### src/rtl/macbl_pkg.sv
// Shared types and default timing for the bit-line DAC loader.
// Default windows give a 5-cycle period per code (setup + lock + hold + one idle cycle).
package macbl_pkg;

  typedef enum logic [1:0] {
    IDLE  = 2'd0,
    SETUP = 2'd1,
    LOCK  = 2'd2,
    HOLD  = 2'd3
  } dac_ld_state_t;

  localparam int DAC_W          = 8;
  localparam int DAC_FIFO_DEPTH = 4;
  localparam int DAC_SETUP_CYC  = 1;
  localparam int DAC_LOCK_CYC   = 2;
  localparam int DAC_HOLD_CYC   = 1;

  function automatic int max3(input int a, input int b, input int c);
    int m;
    m = (a > b) ? a : b;
    return (m > c) ? m : c;
  endfunction

  // The window counter only needs to reach max_val-1; keep at least one bit.
  function automatic int cnt_width(input int max_val);
    return (max_val > 1) ? $clog2(max_val) : 1;
  endfunction

endpackage

### src/rtl/macbl_sync_fifo.sv
// Small synchronous FIFO with a combinational head, so the consumer can pop
// and use the oldest word on the same clock edge.
module macbl_sync_fifo #(
  parameter int W     = 8,
  parameter int DEPTH = 4
) (
  input  logic                   clk,
  input  logic                   rst_n,
  input  logic                   push,
  input  logic [W-1:0]           wdata,
  input  logic                   pop,
  output logic [W-1:0]           head,
  output logic                   full,
  output logic                   empty,
  output logic [$clog2(DEPTH):0] count
);

  localparam int AW      = $clog2(DEPTH);
  localparam int COUNT_W = AW + 1;

  logic [W-1:0]       mem [DEPTH];
  logic [AW-1:0]      wr_ptr_reg;
  logic [AW-1:0]      rd_ptr_reg;
  logic [COUNT_W-1:0] count_reg;
  logic               push_ok;
  logic               pop_ok;

  // A full FIFO refuses pushes even when a pop frees a slot on the same edge.
  assign push_ok = push && !full;
  assign pop_ok  = pop && !empty;

  genvar gi;
  generate
    for (gi = 0; gi < DEPTH; gi++) begin : g_entry
      always_ff @(posedge clk) begin
        if (push_ok && (wr_ptr_reg == AW'(gi))) begin
          mem[gi] <= wdata;
        end
      end
    end
  endgenerate

  always_ff @(posedge clk or negedge rst_n) begin
    if (!rst_n) begin
      wr_ptr_reg <= '0;
      rd_ptr_reg <= '0;
      count_reg  <= '0;
    end else begin
      if (push_ok) begin
        wr_ptr_reg <= wr_ptr_reg + 1'b1;
      end
      if (pop_ok) begin
        rd_ptr_reg <= rd_ptr_reg + 1'b1;
      end
      case ({push_ok, pop_ok})
        2'b10:   count_reg <= count_reg + 1'b1;
        2'b01:   count_reg <= count_reg - 1'b1;
        default: count_reg <= count_reg;
      endcase
    end
  end

  assign head  = mem[rd_ptr_reg];
  assign full  = (count_reg == COUNT_W'(DEPTH));
  assign empty = (count_reg == '0);
  assign count = count_reg;

endmodule

### src/rtl/macbl_dac_loader.sv
// Feeds buffered DAC codes to the bit-line DAC latch: presents a code, then
// pulses dac_lock_en after a setup window and holds the code for a hold window.
module macbl_dac_loader
  import macbl_pkg::*;
#(
  parameter int DATA_W     = DAC_W,
  parameter int FIFO_DEPTH = DAC_FIFO_DEPTH,
  parameter int SETUP_CYC  = DAC_SETUP_CYC,
  parameter int LOCK_CYC   = DAC_LOCK_CYC,
  parameter int HOLD_CYC   = DAC_HOLD_CYC
) (
  input  logic              sys_clk,
  input  logic              sys_rst_n,
  input  logic              in_valid,
  output logic              in_ready,
  input  logic [DATA_W-1:0] in_data,
  output logic [DATA_W-1:0] digital_data,
  output logic              dac_lock_en,
  output logic              busy,
  output logic [15:0]       lock_count
);

  localparam int CNT_W = cnt_width(max3(SETUP_CYC, LOCK_CYC, HOLD_CYC));
  localparam logic [CNT_W-1:0] SETUP_LOAD = CNT_W'(SETUP_CYC - 1);
  localparam logic [CNT_W-1:0] LOCK_LOAD  = CNT_W'(LOCK_CYC - 1);
  localparam logic [CNT_W-1:0] HOLD_LOAD  = CNT_W'(HOLD_CYC - 1);

  dac_ld_state_t                 state_reg;
  logic [CNT_W-1:0]              cnt_reg;
  logic [DATA_W-1:0]             digital_data_reg;
  logic                          dac_lock_en_reg;
  logic [15:0]                   lock_count_reg;

  logic [DATA_W-1:0]             fifo_head;
  logic                          fifo_full;
  logic                          fifo_empty;
  logic [$clog2(FIFO_DEPTH):0]   fifo_count;
  logic                          fifo_pop;

  // Only IDLE consumes codes, so digital_data can never move under a lock pulse.
  assign fifo_pop = (state_reg == IDLE) && !fifo_empty;

  macbl_sync_fifo #(
    .W     (DATA_W),
    .DEPTH (FIFO_DEPTH)
  ) u_fifo (
    .clk   (sys_clk),
    .rst_n (sys_rst_n),
    .push  (in_valid),
    .wdata (in_data),
    .pop   (fifo_pop),
    .head  (fifo_head),
    .full  (fifo_full),
    .empty (fifo_empty),
    .count (fifo_count)
  );

  always_ff @(posedge sys_clk or negedge sys_rst_n) begin
    if (!sys_rst_n) begin
      state_reg        <= IDLE;
      cnt_reg          <= '0;
      digital_data_reg <= '0;
      dac_lock_en_reg  <= 1'b0;
      lock_count_reg   <= '0;
    end else begin
      case (state_reg)
        IDLE: begin
          if (!fifo_empty) begin
            digital_data_reg <= fifo_head;
            cnt_reg          <= SETUP_LOAD;
            state_reg        <= SETUP;
          end
        end
        SETUP: begin
          if (cnt_reg == '0) begin
            dac_lock_en_reg <= 1'b1;
            cnt_reg         <= LOCK_LOAD;
            state_reg       <= LOCK;
          end else begin
            cnt_reg <= cnt_reg - 1'b1;
          end
        end
        LOCK: begin
          if (cnt_reg == '0) begin
            dac_lock_en_reg <= 1'b0;
            cnt_reg         <= HOLD_LOAD;
            lock_count_reg  <= lock_count_reg + 16'd1;
            state_reg       <= HOLD;
          end else begin
            cnt_reg <= cnt_reg - 1'b1;
          end
        end
        HOLD: begin
          if (cnt_reg == '0) begin
            state_reg <= IDLE;
          end else begin
            cnt_reg <= cnt_reg - 1'b1;
          end
        end
        default: state_reg <= IDLE;
      endcase
    end
  end

  assign in_ready     = !fifo_full;
  assign busy         = (fifo_count != '0) || (state_reg != IDLE);
  assign digital_data = digital_data_reg;
  assign dac_lock_en  = dac_lock_en_reg;
  assign lock_count   = lock_count_reg;

endmodule

### config.mk
export PLATFORM = sky130hd
export DESIGN_NAME = macbl_dac_loader
export DESIGN_NICKNAME = d
export VERILOG_FILES = /design/src/rtl/macbl_pkg.sv /design/src/rtl/macbl_sync_fifo.sv /design/src/rtl/macbl_dac_loader.sv
export SDC_FILE = /design/constraint.sdc
export NUM_CORES = 1
export LEC_CHECK = 0
export CAP_MARGIN = 20
export CORE_MARGIN = 10
export CORE_UTILIZATION = 28
export CTS_BUF_LIST = sky130_fd_sc_hd__clkbuf_4 sky130_fd_sc_hd__clkbuf_8
export CTS_CLUSTER_DIAMETER = 40
export DETAILED_ROUTE_END_ITERATION = 12
export DONT_BUFFER_PORTS = 1
export GPL_TIMING_DRIVEN = 0
export PLACE_DENSITY = 0.39
export SLEW_MARGIN = 20
export SYNTH_ARGS = -nofsm -noshare
export SYNTH_HDL_FRONTEND = slang
export SYNTH_SLANG_ARGS = --single-unit
### constraint.sdc
create_clock -name sys_clk -period 2 [get_ports sys_clk]
set_input_delay 0.3 -clock sys_clk [delete_from_list [all_inputs] [get_ports sys_clk]]
set_output_delay 0.3 -clock sys_clk [all_outputs]
set_load 0.01 [all_outputs]
==> metrics.md, run 1 <==
| Metric | Value |
|---|---|
| Total GRT Usage | 0.0798 |
| Pre-CTS setup slack | -0.211 ns |
| First-pass GRT wire length | 8.58 mm |
| Hold Slack | 0.0526 ns |
| Clk_lat worst skew | 0.34 ns |
| CP startpoint kind | register |
| Post-Route M1 WL | 2.12 mm |
| Max layer used | met4 |
| Non-Filler Instances | 326 |
| Met2 wire length | 2.77 mm |
| Routed length per instance | 16.7 um |
| Drt initial violations | 90 |
| Fin worst setup slack | 0.0536 ns |
| CP max FO | 10 |
| Area growth syn-to-layout | 18.4% |
| H-tree levels | 3 |
| Clk slew on worst S/H paths | 0.07 ns |
| Die area | 0.0143 sq mm |
| NumNets Final | 209 |
| Crit path kind | reg -> reg |
| Clock Sink Count | 67 |
| CTS root buf | clkbuf_8 |
| Core Footprint | 0.00973 sq mm |
| Row count | 36 |
| Cell area after synthesis | 0.00277 sq mm |
| Crit path capture type | register |
| Worst Tran Pin Value | 0.564 ns |
| RePlAce Congestion | 0.693 |
| Status | complete, no violations |
| Vias in the first global route | 1513 |
| Remaining antenna violation count | 0 |
| Fin crit share | 0.973 |
| Final Hold Viols | 0 |
| Setup violations, final | 0 |
| Buffers on Ports | 0 |
| Commonest non-fill, non-tap cell in the layout | dfrtp_1 |
| Fin crit period | 1.95 ns |
| Register area share after synthesis | 0.662 |
| Fin area | 0.00329 sq mm |
| MaxCap Viol Count | 0 |
| Distinct cells, synth | 31 |
| Power density over the cells | 1500 mW/mm^2 |
| DR WL met3 | 432 um |
| Largest register FFs | 32 |
| RSZ-0062 raised after global routing | yes |
| Vias after detailed routing | 1408 |
| #FFs+latches synth | 67 |
| Remaining Overflow, GRT | 0 |
| Num CTS Buffers | 9 |
| VDD IR max | 564 uV |
| Min-Delay Path Class | in -> reg |
| Commonest cells after routing, fill and taps aside | 33 x dfrtp_1, 32 x edfxtp_1, 16 x xnor2_1 |
| Max clock buf depth | 2 |
| Total Wirelength | 5.46 mm |
| Synth warn | 0 |
| Fraction of layout instances using a drive strength above 1 | 0.290 |
| Syn nets | 191 |
| Drt via density | 4.32 |
| Die Ht | 120 um |
| Crit path DAT | 2.20 ns |
| DRC | 0 |
| Max transition margin | 0.624 |
| Fmax | 514 MHz |
| Tot Pwr | 4.93 mW |
| Pin count of the biggest net entering global routing | 36 |
| Worst path required time | 2.25 ns |
| Synth Instances | 170 |
| Lkg Pwr | 1.30 nW |
| CTS tree | built |
| Post-DP Area | 0.00294 sq mm |
| Slew Limit Fails | 0 |
| Initial antenna violation count | 0 |
| Antenna cells | 0 |
| DP Wirelength | 3.61 mm |
| Drt first pass iters | 4 |
| Syn avg cell area | 16.3 sq um |
| Fin Clk Skew | 0.00687 ns |
| DP Cell Count | 303 |
| Io pins | 38 |
| Initial cell density of the core | 0.285 |
| DIE WIDTH | 120 um |
-- path summary, 6_finish.rpt --
kind	from	endpoint	slack, ns	cells past startpoint
worst min-delay path	in_data[7]	u_fifo.mem[2][7]$_DFFE_PP_	0.05	0
worst min register to register	lock_count[15]$_DFFE_PN0P_	lock_count[15]$_DFFE_PN0P_	0.54	1
min in group asynchronous	sys_rst_n	u_fifo.rd_ptr_reg[1]$_DFFE_PN0P_	0.46	2
max in group asynchronous	sys_rst_n	u_fifo.count[1]$_DFFE_PN0P_	1.33	2
worst max-delay path	u_fifo.count[0]$_DFFE_PN0P_	u_fifo.count[2]$_DFFE_PN0P_	0.05	8
worst max register to register	u_fifo.count[0]$_DFFE_PN0P_	u_fifo.count[2]$_DFFE_PN0P_	0.05	8
-- synth_stat cells (all sizes together) --
master / number / area (sq um)
nand4: 5 / 46.3
and2: 1 / 6.26
nand2b: 1 / 6.26
nand2: 8 / 30.0
mux4: 8 / 180
and3: 7 / 43.8
edfxtp: 32 / 961
ha: 9 / 113
a31o: 1 / 8.76
o21ai: 2 / 10.0
inv: 8 / 30.0
mux2: 11 / 124
nand3: 2 / 10.0
and4: 1 / 8.76
nor3b: 1 / 18.8
nor2: 5 / 18.8
fa: 1 / 20.0
xnor2: 16 / 140
and2b: 1 / 8.76
xor2: 5 / 43.8
dfrtp: 35 / 876
buf: 1 / 11.3
and4b: 1 / 10.0
a211oi: 1 / 7.51
a21oi: 3 / 15.0
nor3: 2 / 15.0
clkbuf: 1 / 3.75
nand3b: 1 / 7.51
-- power by group --
part | switching, mW | internal (mW)
Clock | 0.501 | 0.726
Sequential | 0.364 | 1.86
Combinational | 0.692 | 0.791
Total | 1.56 | 3.37
-- stage by stage --
stage	utilization	setup TNS [ns]
finish	0.338	0
global route	0.338	-0.0331
CTS	0.333	0
detailed placement	0.302	-0.344
global placement	0.302	-0.280
floorplan	-	0
-- critical path, cell delays in order (launching register included) --
cell and delay [ns]:
dfrtp_2 0.46, nor3_4 0.20, nand2b_4 0.18, inv_8 0.06
ha_4 0.17, fa_2 0.33, xnor2_1 0.13, nor2_1 0.14
xor2_1 0.19
-- final cells by class --
class | instances | area [sq um]
Fill cell | 958 | 6440
Sequential cell | 67 | 1840
Multi-Input combinational cell | 93 | 943
Tap cell | 133 | 166
Clock buffer | 11 | 139
Clock inverter | 5 | 77.6
Timing Repair Buffer | 7 | 67.6
Inverter | 8 | 37.5
Buffer | 2 | 15.0
-- cell families (layout without fill, tap and decap cells) --
logic type / Yosys count / count (layout) / share of synthesized area
xor+xnor: 21 / 21 / 0.0663
flops: 67 / 67 / 0.662
buf+inv: 10 / 33 / 0.0162
compound gates: 7 / 7 / 0.0149
simple gates: 36 / 36 / 0.0830
mux: 19 / 19 / 0.110
fa+ha+maj: 10 / 10 / 0.0478
-- timing repair --
| action | CTS | global route |
|---|---|---|
| endpoints found under the hold margin | 35 | 0 |
| pin swaps | 2 | 4 |
| gates cloned | 0 | 0 |
| hold buffers | 2 | 0 |
| setup endpoints to repair | 2 | 2 |
| setup buffers | 2 | 3 |
| gates resized for setup | 9 | 7 |
-- routing by layer --
metal  GRT usage  up-vias
met4      0.0452        0
met5           0        -
met2       0.128       32
met1      0.0836      713
li1            -      652
met3      0.0398       11
(Power assumes the default switching activity.)
==> run 2, diff against run 1 <==
- SYNTH_HIERARCHICAL: unset -> 1
==> run 2 against run 1 <==
Against the previous run:
- wire length is 1.1% higher
- clock power increased by 5%
- hold slack worse by 0.0013 ns
- the run now ends with setup timing left
- register-to-register slack worse by 0.06 ns
- combinational power up 9%
==> metrics.md, run 2 <==
| Metric | Value |
|---|---|
| Largest register FFs | 32 |
| VDD IR max | 601 uV |
| Pin count of the biggest net entering global routing | 36 |
| RePlAce Congestion | 0.658 |
| Critical R2R Launch | state_reg[1]$_DFFE_PN0P_ |
| Fraction of layout instances using a drive strength above 1 | 0.332 |
| Top cells by area, synth | edfxtp_1 34%, dfrtp_1 31%, mux4_2 6.3%, xnor2_1 4.6%, ha_1 4.4% |
| Clock Sink Count | 67 |
| Setup violations, final | 1 |
| Worst reg2reg setup slack | -0.004 ns |
| Syn avg cell area | 16.1 sq um |
| Commonest cells after routing, fill and taps aside | 32 x dfrtp_1, 32 x edfxtp_1, 15 x xnor2_1 |
| Primary FF master, synth | dfrtp_1 |
| Area growth syn-to-layout | 19.1% |
| Worst Tran Pin Value | 0.607 ns |
| Io pins | 38 |
| Num CTS Buffers | 9 |
| Tot Pwr | 5.12 mW |
| Ys async rst share | 0.522 |
| Final Hold Viols | 0 |
| H-tree levels | 3 |
| Antenna cells | 0 |
| Die Ht | 121 um |
| Fmax | 499 MHz |
| Violated checks | setup timing |
| Synth area leader | edfxtp_1 |
| CTS root buf | clkbuf_8 |
| Post-DP Area | 0.00305 sq mm |
| CP top delay family | adder cells |
| Crit path DAT | 2.26 ns |
| Fin area | 0.00339 sq mm |
| Worst path slowest cell | dfrtp_1 |
| Fin Clk Skew | 0.00914 ns |
| Routed length per instance | 16.5 um |
| Drt via density | 4.33 |
| Initial cell density of the core | 0.290 |
| Initial antenna violation count | 0 |
| Post-synth EDFFs | 32 |
| Fin crit share | 1.00 |
| Row count | 36 |
| Area fraction of the dominant cell type after synthesis | 0.338 |
| Worst r2r dst | u_fifo/count[2]$_DFFE_PN0P_ |
| CP startpoint kind | register |
| Min-Delay Path Class | in -> reg |
| Max transition margin | 0.595 |
| Drt initial violations | 44 |
| Total Wirelength | 5.52 mm |
| Vias in the first global route | 1598 |
| RSZ-0062 raised after global routing | yes |
| Synth Instances | 177 |
| DIE WIDTH | 121 um |
| DRC | 0 |
| NumNets Final | 219 |
| Min-delay src | in_data[2] |
| Crit path capture type | register |
| CP max FO | 3 |
| Lkg Pwr | 1.33 nW |
| CP peak stage delay | 0.40 ns |
| Distinct cells, synth | 37 |
| Hold Path Sink | u_fifo/mem[1][2]$_DFFE_PP_ |
| Remaining antenna violation count | 0 |
| WP buf/inv | 3 |
| Synth warn | 6 |
| Slew Limit Fails | 0 |
| Count leader, synth | dfrtp_1 |
| Crit path kind | reg -> reg |
| Core Footprint | 0.00982 sq mm |
| Clk_lat worst skew | 0.34 ns |
| Clk slew on worst S/H paths | 0.08 ns |
| Vias after detailed routing | 1451 |
| Buffers on Ports | 0 |
| Drt first pass iters | 4 |
| Register area share after synthesis | 0.646 |
| Max clock buf depth | 2 |
| Die area | 0.0146 sq mm |
| Cell area after synthesis | 0.00285 sq mm |
| Power density over the cells | 1510 mW/mm^2 |
| Reg2reg path depth | 11 |
| Worst path required time | 2.25 ns |
| CTS tree | built |
| Remaining Overflow, GRT | 0 |
| Fin crit period | 2.00 ns |
| DP Wirelength | 3.73 mm |
| #FFs+latches synth | 67 |
| Synth cell count leaders | 35 x dfrtp_1, 32 x edfxtp_1, 15 x xnor2_1 |
| Worst hold stages | 0 |
| Syn nets | 199 |
| Fin worst setup slack | -0.00386 ns |
| MaxCap Viol Count | 0 |
| CP cell instances | inv_2, ha_4, nor2b_4, buf_6, o31a_4, ha_4, inv_2, fa_2, xor2_1, nor2_1, xor2_1 |
| Status | complete, but fails checks |
| Total GRT Usage | 0.0806 |
| First-pass GRT wire length | 8.65 mm |
[run 2: cell count changes after synthesis, moves of 2 or more]
cell	delta
inv_1	+3
and2_2	+4
nand2_1	+2
nor3_4	+2
nor2_1	-4
buf_2	+2
mux2_2	-4
nand3_1	+3
and4_4	+2
nor2b_1	+2
and3_1	-6
[run 2: through the flow]
step,std cells,worst slack [ns],util,TNS [ns],hold slack [ns]
after floorplan,177,-0.0215,-,-0.0215,0.00441
after global placement,310,-0.159,0.311,-0.269,0.00695
after detailed placement,310,-0.231,0.311,-0.385,0.00621
after CTS,335,0.0116,0.345,0,0.0238
after global routing,335,-0.145,0.345,-0.145,0.0112
final,335,-0.00386,0.345,-0.00386,0.0514
[run 2: layout make-up]
type                       count  area [sq um]
tap                          133           166
buffer                         3          20.0
clock buffer                  11           145
clock inverter                 5          85.1
sequential                    67          1840
timing repair buffer           9          82.6
inverter                      10          37.5
fill                         968          6430
multi-input combinational     97          1010
[run 2: what timing repair did]
item | CTS | global route
hold buffers | 2 | 0
pin swaps | 2 | 1
endpoints found under the setup margin | 3 | 1
endpoints found under the hold margin | 35 | 0
resized for setup | 6 | 3
setup buffers | 7 | 0
[run 2: layer usage]
| metal | routed length [um] | vias up | track usage |
|---|---|---|---|
| met5 | 0 | - | 0 |
| met4 | 65 | 0 | 0.0385 |
| met3 | 451 | 5 | 0.0447 |
| met2 | 2900 | 31 | 0.139 |
| met1 | 2100 | 737 | 0.0764 |
| li1 | - | 678 | - |
[run 2: how the worst max path moves through the flow]
stage	startpoint	end	cells after the start
after CTS	u_fifo/count[0]$_DFFE_PN0P_	u_fifo/count[2]$_DFFE_PN0P_	9
after global routing	u_fifo/count[0]$_DFFE_PN0P_	u_fifo/count[2]$_DFFE_PN0P_	9
after floorplan	state_reg[1]$_DFFE_PN0P_	u_fifo/count[2]$_DFFE_PN0P_	11
final	state_reg[1]$_DFFE_PN0P_	u_fifo/count[2]$_DFFE_PN0P_	11
after global placement	state_reg[1]$_DFFE_PN0P_	u_fifo/count[2]$_DFFE_PN0P_	11
after detailed placement	state_reg[1]$_DFFE_PN0P_	u_fifo/count[2]$_DFFE_PN0P_	11
[run 2: cell families (layout without fill, tap and decap cells)]
group	after synthesis	in the layout	synth area share
muxes	18	18	0.104
xor gates and xnor gates	21	21	0.0646
adders and majority gates	11	11	0.0510
and+or+nand+nor	40	40	0.0998
AOI/OAI and AO/OA	7	7	0.0172
buffers and inverters	13	38	0.0180
DFF	67	67	0.646
[run 2: worst reg2reg max path, delay by kind of cell, from the launching register on]
kind            cells  cell delay [ns]
compound gates      1             0.14
fa+ha+maj           3             0.60
flops               1             0.40
xor+xnor            2             0.31
buf+inv             3             0.22
simple gates        2             0.27
[run 2: where the power goes]
part           leakage, nW  switching (mW)  internal [mW]
clock network        0.114           0.530          0.757
logic                0.491           0.755          0.854
registers            0.730           0.372           1.86
total                 1.33            1.66           3.47
